File: config.mk
export PLATFORM = sky130hd
export DESIGN_NAME = memory_access_unit
export DESIGN_NICKNAME = d
export VERILOG_FILES = /design/src/rtl/memory_access_unit_pkg.sv /design/src/rtl/memory_access_unit.sv
export SDC_FILE = /design/constraint.sdc
export NUM_CORES = 1
export LEC_CHECK = 0
export ABC_AREA = 1
export BUFFER_PORTS_ARGS = -buffer_cell sky130_fd_sc_hd__buf_2
export CORE_MARGIN = 3
export CORE_UTILIZATION = 40
export CTS_BUF_LIST = sky130_fd_sc_hd__clkbuf_8 sky130_fd_sc_hd__clkbuf_16
export CTS_CLUSTER_SIZE = 16
export DETAILED_ROUTE_END_ITERATION = 8
export GPL_ROUTABILITY_DRIVEN = 1
export PLACE_DENSITY = 0.78
export SLEW_MARGIN = 15
export SYNTH_ARGS = -nofsm -noshare
export SYNTH_HDL_FRONTEND = slang
export SYNTH_SLANG_ARGS = --single-unit
File: constraint.sdc
create_clock -name clk -period 4.4 [get_ports clk]
set_input_delay 0.88 -clock clk [delete_from_list [all_inputs] [get_ports clk]]
set_output_delay 0.88 -clock clk [all_outputs]
set_load 0.01 [all_outputs]
File: src/rtl/memory_access_unit_pkg.sv
// Shared CPU definitions for the memory-stage data-memory master.
//   mem_access_state_t : FSM state encoding (IDLE, ACCESS, DONE)
//   BYTEENABLE_WORD    : lane mask for a full 32-bit word access
package memory_access_unit_pkg;

    typedef enum logic [1:0] {
        IDLE   = 2'd0,
        ACCESS = 2'd1,
        DONE   = 2'd2
    } mem_access_state_t;

    localparam logic [3:0] BYTEENABLE_WORD = 4'b1111;

endpackage

File: src/rtl/memory_access_unit.sv
// Memory-stage data-memory master. Converts load/store requests into
// Avalon-MM read/write transfers, stalls the pipeline while a transfer is
// outstanding and holds the last loaded word for the MEM/WB register.
//
// Ports:
//   clk, reset                 pipeline clock, async active-high reset
//   memory_read_memory         load request from the memory stage
//   memory_write_memory        store request from the memory stage
//   address_memory             byte address (low 2 bits dropped on the bus)
//   write_data_memory          store data
//   byteenable_memory          lane enables
//   avm_*                      Avalon-MM master signals
//   read_data_memory           captured load word
//   stall_memory               freezes stages up to and including memory
//   state_debug                current FSM state, for observation only
//
// Handshake: a request (read or write) is held by the pipeline while
// stall_memory is 1. On the bus, avm_read/avm_write and all qualifiers stay
// constant while avm_waitrequest is 1; the transfer completes at the first
// clock edge where avm_waitrequest is 0, and avm_readdata is taken then.
module memory_access_unit
    import memory_access_unit_pkg::*;
(
    input  logic              clk,
    input  logic              reset,
    input  logic              memory_read_memory,
    input  logic              memory_write_memory,
    input  logic [31:0]       address_memory,
    input  logic [31:0]       write_data_memory,
    input  logic [3:0]        byteenable_memory,
    output logic [31:0]       avm_address,
    output logic              avm_read,
    output logic              avm_write,
    output logic [31:0]       avm_writedata,
    output logic [3:0]        avm_byteenable,
    input  logic              avm_waitrequest,
    input  logic [31:0]       avm_readdata,
    output logic [31:0]       read_data_memory,
    output logic              stall_memory,
    output mem_access_state_t state_debug
);

    mem_access_state_t state;
    logic              request;

    // Byte offset is carried by byteenable only, so these bits go nowhere.
    logic unused_addr_bits;
    assign unused_addr_bits = ^address_memory[1:0];

    assign request     = memory_read_memory | memory_write_memory;
    assign state_debug = state;

    // DONE deliberately reports no stall: it is the one cycle where the
    // pipeline advances past the completed instruction.
    assign stall_memory = (state == ACCESS) | ((state == IDLE) & request);

    always_ff @(posedge clk or posedge reset) begin
        if (reset) begin
            state            <= IDLE;
            avm_address      <= 32'd0;
            avm_read         <= 1'b0;
            avm_write        <= 1'b0;
            avm_writedata    <= 32'd0;
            avm_byteenable   <= 4'd0;
            read_data_memory <= 32'd0;
        end else begin
            case (state)
                IDLE: begin
                    if (request) begin
                        avm_address    <= {address_memory[31:2], 2'b00};
                        avm_writedata  <= write_data_memory;
                        avm_byteenable <= byteenable_memory;
                        // A simultaneous read and write resolves to the write.
                        avm_write      <= memory_write_memory;
                        avm_read       <= memory_read_memory & ~memory_write_memory;
                        state          <= ACCESS;
                    end
                end
                ACCESS: begin
                    if (!avm_waitrequest) begin
                        if (avm_read) begin
                            read_data_memory <= avm_readdata;
                        end
                        avm_read  <= 1'b0;
                        avm_write <= 1'b0;
                        state     <= DONE;
                    end
                end
                DONE: begin
                    // The request inputs still show the finished instruction
                    // here, so they must not be looked at.
                    state <= IDLE;
                end
                default: begin
                    state <= IDLE;
                end
            endcase
        end
    end

endmodule

# Word-level counts from Yosys, hierarchy flattened
# Cells that the tools add are included.
[totals]
reg_bits = 102
latchBits = 0
mem_bits_rw = 0
rom_bits = 0
in_bits = 105
output_inout_bits = 105
word_cells = 30
n_memories = 0
[classes]
addsub = 0
n_mul = 0
div_mod_pow = 0
n_lt_le_gt_ge = 0
eq_ne = 3
n_shift = 0
mux = 8
n_bitwise = 6
n_reduce_logical = 6
[ops]
columns = ["cell", "count"]
rows = [
  ["$reduce_and 3->1", 2],
  ["$mux 2", 2],
  ["$ne 2x2->1 const B", 2],
  ["$pmux 1 s2", 2],
  ["$pmux 2 s2", 1],
  ["$reduce_and 2->1", 2],
  ["$mux 1", 3],
  ["$and 1x1->1", 2],
  ["$eq 2x1->1 const B", 1],
  ["$logic_not 2->1", 1],
  ["$not 1->1", 2],
  ["$or 1x1->1", 2],
  ["$reduce_bool 2->1", 1],
]

# Logic depth before layout (Yosys ltp)
# Gate-level depths: netlist of run 1.
[depth]
word_depth = 4
depth_mapped = 6
ltp_nobuf = 5

# Worst setup path after synthesis of run 1
# Ideal clock, no wire load.
[synth_path]
path_type = "input -> output"
start = "input memory_write_memory"
end = "output stall_memory"
arrival_ns = 1.391
required_ns = 3.520
slack_ns = 2.129
path_stages = 5
n_path_buf = 1
cell_sequence = "inv_1 -> nand2_1 -> nand2_2 -> buf_2 -> nand2_1"
[synth_via]
elab_chain_len = 3
[synth_lines]
columns = ["element", "line", "text"]
rows = [
  ["from (decl)", "memory_access_unit.sv:27", "input logic memory_write_memory,"],
  ["$or 1x1->1", "memory_access_unit.sv:50", "assign request = memory_read_memory | memory_write_memory;"],
  ["$and 1x1->1", "memory_access_unit.sv:55", "assign stall_memory = (state == ACCESS) | ((state == IDLE) & request);"],
  ["$or 1x1->1", "memory_access_unit.sv:55", ""],
  ["to (decl)", "memory_access_unit.sv:39", "output logic stall_memory,"],
]
# Every way passes these cells.

# Worst setup path in the final report of run 1
[layout_path]
start = "register state[0] (netlist: state_debug[0])"
end = "output stall_memory"
[layout_via]
elab_chain_len = 3
word_cells_on_any_way = 4
cone_classes = "eq/ne (1); bitwise (2); reduce/logical (1)"
[layout_lines]
columns = ["element", "line", "text"]
rows = [
  ["from (decl)", "memory_access_unit.sv:43", "mem_access_state_t state;"],
  ["from (signal assigned)", "memory_access_unit.sv:59", "state <= IDLE;"],
  ["from (signal assigned)", "memory_access_unit.sv:76", "state <= ACCESS;"],
  ["from (signal assigned)", "memory_access_unit.sv:86", "state <= DONE;"],
  ["$logic_not 2->1", "memory_access_unit.sv:55", ""],
  ["$and 1x1->1", "memory_access_unit.sv:55", ""],
  ["$or 1x1->1 *", "memory_access_unit.sv:55", ""],
]
# Mark *: on every way between the ends. The rest lies on a longest branch, timed or not.

==> results of run 1 <==
## power groups by stage
| stage | logic (mW) | registers (mW) | clock network, mW |
|---|---|---|---|
| final | 1.62 | 1.62 | 0.649 |
| after global routing | 1.82 | 1.67 | 0.715 |
| after CTS | 1.64 | 1.62 | 0.667 |
| after detailed placement | 1.65 | 1.62 | 0 |
| after global placement | 1.60 | 1.61 | 0 |
| after floorplan | 0.775 | 1.84 | 0 |
## per-layer routing
metal  track usage [%]  vias up
met5                 0        -
met1              23.7     1789
met3              5.64       12
met2              31.2      159
li1                  -     1820
met4              5.59        0
## kinds of logic (layout without fill, tap and decap cells)
group | after synthesis | after routing | share of synthesized area (%)
AO/OA/AOI/OAI | 1 | 1 | 0.122
flip-flops | 102 | 102 | 62.0
AND/OR/NAND/NOR | 308 | 308 | 31.9
other | 1 | 2 | 0.0912
buffers and inverters | 41 | 237 | 5.84
## placed cells by master, fill, tap and decap left out, types with 2 or more instances in the layout
master / Yosys / routed
buf_2: 15 / 205
nand2_1: 201 / 200
dfrtp_1: 102 / 102
nand3_1: 101 / 101
clkbuf_8: 0 / 11
inv_1: 8 / 8
buf_4: 12 / 8
nand2_2: 1 / 2
nor2_4: 2 / 2
conb_1: 1 / 2
bufinv_16: 0 / 2
## final cells by class
class | instances | share of cell area, %
inverter | 9 | 0.673
clock buffer | 11 | 2.81
clock inverter | 4 | 1.32
multi-input combinational | 311 | 24.6
tap | 133 | 3.09
sequential | 102 | 47.3
timing repair buffer | 213 | 20.1
## through the flow
| stage | cells | hold slack, ns | util, % |
|---|---|---|---|
| floorplan | 454 | 0.506 | - |
| global placement | 768 | 0.449 | 52.4 |
| detailed placement | 768 | 0.454 | 52.4 |
| CTS | 783 | 0.474 | 54.7 |
| global route | 783 | 0.490 | 54.7 |
| finish | 783 | 0.471 | 54.7 |
## how the worst max path moves through the flow
stage                                    from               to  slack [ns]
final                          state_debug[0]     stall_memory        1.91
after global placement    memory_write_memory     stall_memory        2.17
after floorplan                         reset  avm_address[10]        0.84
after detailed placement  memory_write_memory     stall_memory        2.15
after global routing           state_debug[0]     stall_memory        1.75
after CTS                      state_debug[0]     stall_memory        1.88
## flip-flops by register name, summed over array words and instances, names as in the netlist
signal,flops
avm_byteenable,4
avm_read,1
read_data_memory,32
avm_writedata,32
avm_address,30
state_debug,2
avm_write,1
## synth_stat cells (all sizes together)
master  number  area [sq um]
nand4        1          6.26
nand2      203           772
buf         31           203
o21ai        1          5.00
inv          9          33.8
nor2         3          28.8
dfrtp      102          2550
clkbuf       1          3.75
nand3      101           505
conb         1          3.75
## worst register-to-register path, delay by kind of cell, from the launching register on
family | cells | cell delay (ns)
buffers and inverters | 2 | 0.36
AND/OR/NAND/NOR | 4 | 0.76
flip-flops | 1 | 0.39
==> flow_summary.json, run 1 <==
{
  "clk_pin_slew_worst_paths_ns": 0.09,
  "placed_cell_area_sq_mm": 0.00517,
  "first_iter_violations": 323,
  "worstPathRequired_ns": 3.52,
  "drive_gt1_share_pct": 36.2,
  "cts_tree": "done",
  "fin_setup_tns_ns": 0,
  "clock_skew_ns": 0.00642,
  "min_from": "avm_writedata[16]",
  "grt_antenna_before_repair": 0,
  "start_kind": "flip-flop",
  "rsz0062_at_grt": "no",
  "min_path_cells": 2,
  "crit_path_max_incr_delay_ns": 0.46,
  "powerDensity_mw_per_mm2": 720,
  "switchingPower_mw": 1.55,
  "worstPathArrival_ns": 1.61,
  "worstMarginPinSlew_ns": 0.688,
  "clock_sinks": 102,
  "dieArea_sq_mm": 0.0115,
  "place_ws_ns": 2.15,
  "die_x_microns": 107,
  "netlist_area_sq_mm": 0.00411,
  "p_total_mw": 3.88,
  "hold_buffers": 0,
  "gp_congestion": 0.729,
  "fin_crit_ns": 2.49,
  "crit_buf_inv": 4,
  "synth_seq_cells": 102,
  "wl_mm": 10.8,
  "yosysSeqAreaShare_pct": 62.0,
  "grt_max_degree": 70,
  "met3_length_microns": 973,
  "ys_types": 17,
  "drcViolationCount": 0,
  "internal-power_mw": 2.33,
  "yosys_warnings": 0,
  "critPathKind": "reg2out",
  "layout_setup_ws_ns": 1.91,
  "pwr-share-seq_pct": 41.6,
  "cp_max_fo": 34,
  "vias": 3780,
  "drt_pass1_iterations": 4,
  "cp_cell_sequence": "inv_2, nor2_4, buf_4, inv_1, nand2_1, buf_2",
  "r2r_setup_slack_ns": 2.80,
  "crit_family": "buffers and inverters",
  "cts-root-buf": "clkbuf_8",
  "syn2layout_area_growth_pct": 31.1,
  "multi_input_area_sq_mm": 0.00133,
  "end_kind": "output port",
  "via_per_inst": 4.83,
  "overflow": 0,
  "r2r_cells": 6,
  "track_usage_pct": 18.7,
  "pwr-share-comb_pct": 41.6,
  "cts_setup_buffers": 0,
  "syn_avg_cell_area_sq_um": 9.08,
  "holdPathEnd": "avm_writedata[16]",
  "cts.path.max_buffers": 2,
  "final_nets": 751,
  "synthCells": 453,
  "first_global_vias": 3624,
  "start_util_pct": 41.7,
  "n_fill_cell": 899,
  "peakVddDrop_uv": 469,
  "fin_area_sq_mm": 0.00539,
  "report.final.slew_viol_count": 0,
  "dp_hpwl_mm": 7.55,
  "finalCritPeriodShare_pct": 56.6,
  "cts_resized": 0,
  "critical_path_depth": 6,
  "ant_nets": 0,
  "setup_viol": 0,
  "hold_viol": 0,
  "grt_pass1_wl_mm": 17.3,
  "max_cap_violations": 0,
  "run_status": "complete, no violations",
  "ios": 210,
  "wl_per_cell_microns": 13.8,
  "n_antenna_cell": 0,
  "max_freq_ghz": 0.402,
  "ff_latch_area_sq_mm": 0.00255,
  "switching_share_pct": 40.0,
  "routed-wl-met2_mm": 5.24,
  "wl_met1_mm": 4.41,
  "insertion_delay_ns": 0.35,
  "highest-signal-layer": "met4",
  "core_area_sq_mm": 0.00986,
  "die_h_microns": 107,
  "rr_startpoint": "avm_read",
  "cts_made_buffers": 9,
  "clockPowerShare_pct": 16.7,
  "io_buffer_count": 205,
  "hp-class": "reg2reg",
  "htree_levels": 3,
  "relSlewSlack_pct": 54.1,
  "crit_slowest_cell": "dfrtp_1",
  "reg2reg_to": "read_data_memory[18]",
  "rows": 36,
  "p_leak_nw": 3.20
}
(Power assumes the default switching activity.)
==> inputs of run 2 (changes only) <==
- clock period: 4.4 -> 2.3 ns (I/O delays scaled with it)
==> flow_summary.json, run 2 (synthesis results as in run 1) <==
{
  "run_status": "complete, no violations",
  "p_leak_nw": 3.18,
  "peakVddDrop_uv": 789,
  "die_h_microns": 107,
  "fin_crit_ns": 1.67,
  "first_iter_violations": 335,
  "core_area_sq_mm": 0.00986,
  "start_util_pct": 41.7,
  "hold_viol": 0,
  "placed_cell_area_sq_mm": 0.00519,
  "gp_congestion": 0.689,
  "wl_mm": 10.5,
  "dp_hpwl_mm": 7.60,
  "hp-class": "in2async",
  "cts.path.max_buffers": 2,
  "grt_pass1_wl_mm": 16.5,
  "cts_resized": 0,
  "start_kind": "flip-flop",
  "max_cap_violations": 0,
  "ant_nets": 0,
  "worstPathArrival_ns": 1.21,
  "hold-worst-slack_ns": 0.243,
  "cp_cell_sequence": "nor2_4, nand2_2, nand2_1, buf_2",
  "crit_slowest_cell": "dfrtp_1",
  "r2r_cells": 6,
  "place_ws_ns": 0.777,
  "overflow": 0,
  "htree_levels": 3,
  "max_freq_ghz": 0.599,
  "mostFrequentLayoutCell": "buf_2",
  "track_usage_pct": 17.8,
  "die_x_microns": 107,
  "reg2reg_to": "read_data_memory[23]",
  "r2r_setup_slack_ns": 0.72,
  "fin_area_sq_mm": 0.00535,
  "vias": 3719,
  "end_kind": "output port",
  "drive_gt1_share_pct": 36.0,
  "mostFrequentLayoutCells": "buf_2, nand2_1, dfrtp_1",
  "crit_path_max_incr_delay_ns": 0.45,
  "clk_pin_slew_worst_paths_ns": 0.08,
  "setup_viol": 0,
  "relSlewSlack_pct": 64.0,
  "grt_antenna_before_repair": 0,
  "p_total_mw": 7.15,
  "layout_setup_ws_ns": 0.630,
  "grt_max_degree": 103,
  "n_fill_cell": 918,
  "via_per_inst": 4.75,
  "report.final.slew_viol_count": 0,
  "fin_setup_tns_ns": 0,
  "first_global_vias": 3531,
  "drcViolationCount": 0,
  "worstPathRequired_ns": 1.84,
  "drt_pass1_iterations": 4,
  "cts_made_buffers": 9,
  "powerDensity_mw_per_mm2": 1340,
  "finalCritPeriodShare_pct": 72.6,
  "syn2layout_area_growth_pct": 29.9,
  "cp_max_fo": 4,
  "hold_buffers": 0,
  "cts_setup_buffers": 0,
  "io_buffer_count": 205,
  "clock_sinks": 102,
  "cts-root-buf": "clkbuf_8",
  "cts_tree": "done",
  "wl_per_cell_microns": 13.4,
  "final_nets": 752,
  "ios": 210,
  "rsz0062_at_grt": "no",
  "rows": 36,
  "clock_skew_ns": 0.00925,
  "critPathKind": "reg2out",
  "worstMarginPinSlew_ns": 0.540,
  "dieArea_sq_mm": 0.0115,
  "insertion_delay_ns": 0.35,
  "n_antenna_cell": 0,
  "rr_startpoint": "state_debug[0]",
  "largest_registers": "avm_writedata (32), read_data_memory (32), avm_address (30)"
}
-- run 2: cell types whose count changed in the layout (fill, tap and decap cells not counted) --
cell	before	now
buf_12	0	1
bufinv_16	2	0
clkbuf_8	11	10
clkinv_2	0	2
inv_1	8	9
inv_4	1	0
-- run 2: worst max path at each step --
stage / startpoint / endpoint / slack [ns] / cells after the start
5_1_grt: state_debug[0] / stall_memory / 0.52 / 5
3_3_place_gp: state_debug[0] / read_data_memory[23] / 0.82 / 6
6_report: state_debug[0] / stall_memory / 0.63 / 4
2_1_floorplan: reset / avm_address[10] / 0.62 / 1
4_1_cts: state_debug[1] / stall_memory / 0.60 / 4
3_5_place_dp: state_debug[0] / read_data_memory[6] / 0.78 / 6
-- run 2: power breakdown --
part | internal [mW] | switching [mW]
Sequential | 2.64 | 0.452
Clock | 0.401 | 0.547
Combinational | 1.17 | 1.94
Total | 4.21 | 2.94
-- run 2: area by class of cell --
class | count | area (sq um) | area share [%]
clock buffers | 10 | 138 | 2.57
clock inverters | 4 | 17.5 | 0.328
inverters | 9 | 37.5 | 0.702
multi-input cells | 311 | 1330 | 24.8
flip-flops and latches | 102 | 2550 | 47.8
well taps | 133 | 166 | 3.11
repair buffers | 214 | 1110 | 20.7
-- run 2: layer usage --
| metal | routed length, microns | up-vias | track usage (%) | part of all wire, % |
|---|---|---|---|---|
| li1 | - | 1818 | - | - |
| met1 | 4530 | 1721 | 22.4 | 43 |
| met2 | 4860 | 161 | 29.8 | 46 |
| met3 | 859 | 19 | 4.14 | 8.2 |
| met4 | 228 | 0 | 7.30 | 2.2 |
| met5 | 0 | - | 0 | 0 |
-- run 2: through the flow --
stage	utilization (%)	instances
final	54.2	783
after global routing	54.2	783
after CTS	54.2	783
after detailed placement	52.6	769
after global placement	52.6	769
after floorplan	-	454
-- run 2: critical path, delay by kind of cell, from the launching register on --
kind / cells / cell delay [ns]
flops: 1 / 0.45
simple gates: 3 / 0.29
buf+inv: 1 / 0.13
==> inputs of run 3 (changes only) <==
- clock period: 2.3 -> 1.7 ns (I/O delays scaled with it)
==> flow_summary.json, run 3 (synthesis results as in run 1) <==
{
  "routed-wl-met2_mm": 4.97,
  "p_leak_nw": 3.22,
  "clock_skew_ns": 0.00733,
  "clock_sinks": 102,
  "switchingPower_mw": 4.01,
  "syn2layout_area_growth_pct": 32.0,
  "hold_buffers": 0,
  "r2r_cells": 6,
  "die_h_microns": 107,
  "final_nets": 752,
  "report.final.slew_viol_count": 0,
  "max_freq_ghz": 0.629,
  "insertion_delay_ns": 0.35,
  "htree_levels": 3,
  "ios": 210,
  "met3_length_microns": 926,
  "start_util_pct": 41.7,
  "cts.path.max_buffers": 2,
  "clockPowerShare_pct": 16.3,
  "n_antenna_cell": 0,
  "wl_mm": 10.4,
  "r2r_setup_slack_ns": 0.32,
  "dieArea_sq_mm": 0.0115,
  "clk_pin_slew_worst_paths_ns": 0.09,
  "pwr-share-seq_pct": 41.4,
  "fin_crit_ns": 1.59,
  "end_kind": "output port",
  "cts_setup_buffers": 0,
  "switching_share_pct": 39.8,
  "mostFrequentLayoutCells": "buf_2, nand2_1, dfrtp_1",
  "hold_viol": 0,
  "rr_startpoint": "state_debug[0]",
  "cp_max_fo": 4,
  "first_iter_violations": 242,
  "reg2reg_to": "read_data_memory[4]",
  "powerDensity_mw_per_mm2": 1850,
  "track_usage_pct": 18.1,
  "worstMarginPinSlew_ns": 0.589,
  "fin_setup_tns_ns": 0,
  "max_cap_violations": 0,
  "worstPathArrival_ns": 1.25,
  "hp-class": "in2async",
  "rows": 36,
  "largest_registers": "avm_writedata (32), read_data_memory (32), avm_address (30)",
  "drive_gt1_share_pct": 36.2,
  "final_util_pct": 55.0,
  "wl_per_cell_microns": 13.3,
  "rsz0062_at_grt": "no",
  "drt_pass1_iterations": 4,
  "dp_hpwl_mm": 7.47,
  "relSlewSlack_pct": 60.7,
  "cts_made_buffers": 9,
  "grt_antenna_before_repair": 0,
  "cts_resized": 0,
  "vias": 3690,
  "wl_met1_mm": 4.39,
  "peakVddDrop_uv": 792,
  "start_kind": "flip-flop",
  "grt_pass1_wl_mm": 16.9,
  "worstPathRequired_ns": 1.36,
  "cts-root-buf": "clkbuf_8",
  "gp_congestion": 0.712,
  "run_status": "complete, no violations",
  "highest-signal-layer": "met4",
  "first_global_vias": 3546,
  "via_per_inst": 4.70,
  "drcViolationCount": 0,
  "cts_tree": "done",
  "finalCritPeriodShare_pct": 93.5,
  "grt_max_degree": 67,
  "critPathKind": "reg2out",
  "internal-power_mw": 6.05,
  "die_x_microns": 107,
  "setup_viol": 0,
  "overflow": 0,
  "mostFrequentLayoutCell": "buf_2",
  "p_total_mw": 10.1,
  "io_buffer_count": 205,
  "ant_nets": 0,
  "crit_path_start": "state_debug[0]",
  "core_area_sq_mm": 0.00986,
  "pwr-share-comb_pct": 42.3
}
run 3: through the flow:
stage	std cells	cell area [sq um]	hold slack, ns	worst slack [ns]
4_1_cts	785	5430	0.0559	0.0780
5_1_grt	785	5430	0.0564	0.0244
3_5_place_dp	769	5220	0.452	0.339
3_3_place_gp	769	5220	0.448	0.383
2_1_floorplan	454	4120	0.457	0.142
6_report	785	5430	0.0566	0.110
run 3: final cells by class:
type | count | area (sq um)
clock buffers | 10 | 138
clock inverters | 6 | 77.6
fillers | 885 | 4430
inverters | 9 | 37.5
multi-input cells | 311 | 1330
flip-flops and latches | 102 | 2550
well taps | 133 | 166
repair buffers | 214 | 1130
run 3: critical path, cell delays in order (launching register included):
cell and delay (ns):
dfrtp_1 0.46, inv_2 0.08, nor2_4 0.11, inv_1 0.07, nand2_1 0.06, buf_2 0.13
run 3: worst max path at each step:
stage	depth (start not counted)	slack (ns)	to
detailed placement	5	0.34	read_data_memory[4]
finish	5	0.11	stall_memory
global placement	6	0.38	read_data_memory[23]
floorplan	1	0.14	avm_address[10]
global route	5	0.02	stall_memory
CTS	5	0.08	stall_memory
run 3: power by group through the flow:
stage	sequential, mW	clock [mW]	combinational, mW
finish	4.17	1.64	4.25
global route	4.31	1.80	4.80
CTS	4.17	1.69	4.32
detailed placement	4.20	0	4.33
global placement	4.17	0	4.20
floorplan	4.77	0	2.01
run 3: routing by layer:
layer,vias up,track usage (%)
met2,155,30.0
met5,-,0
met1,1698,22.7
met3,12,5.70
met4,0,5.59
li1,1825,-
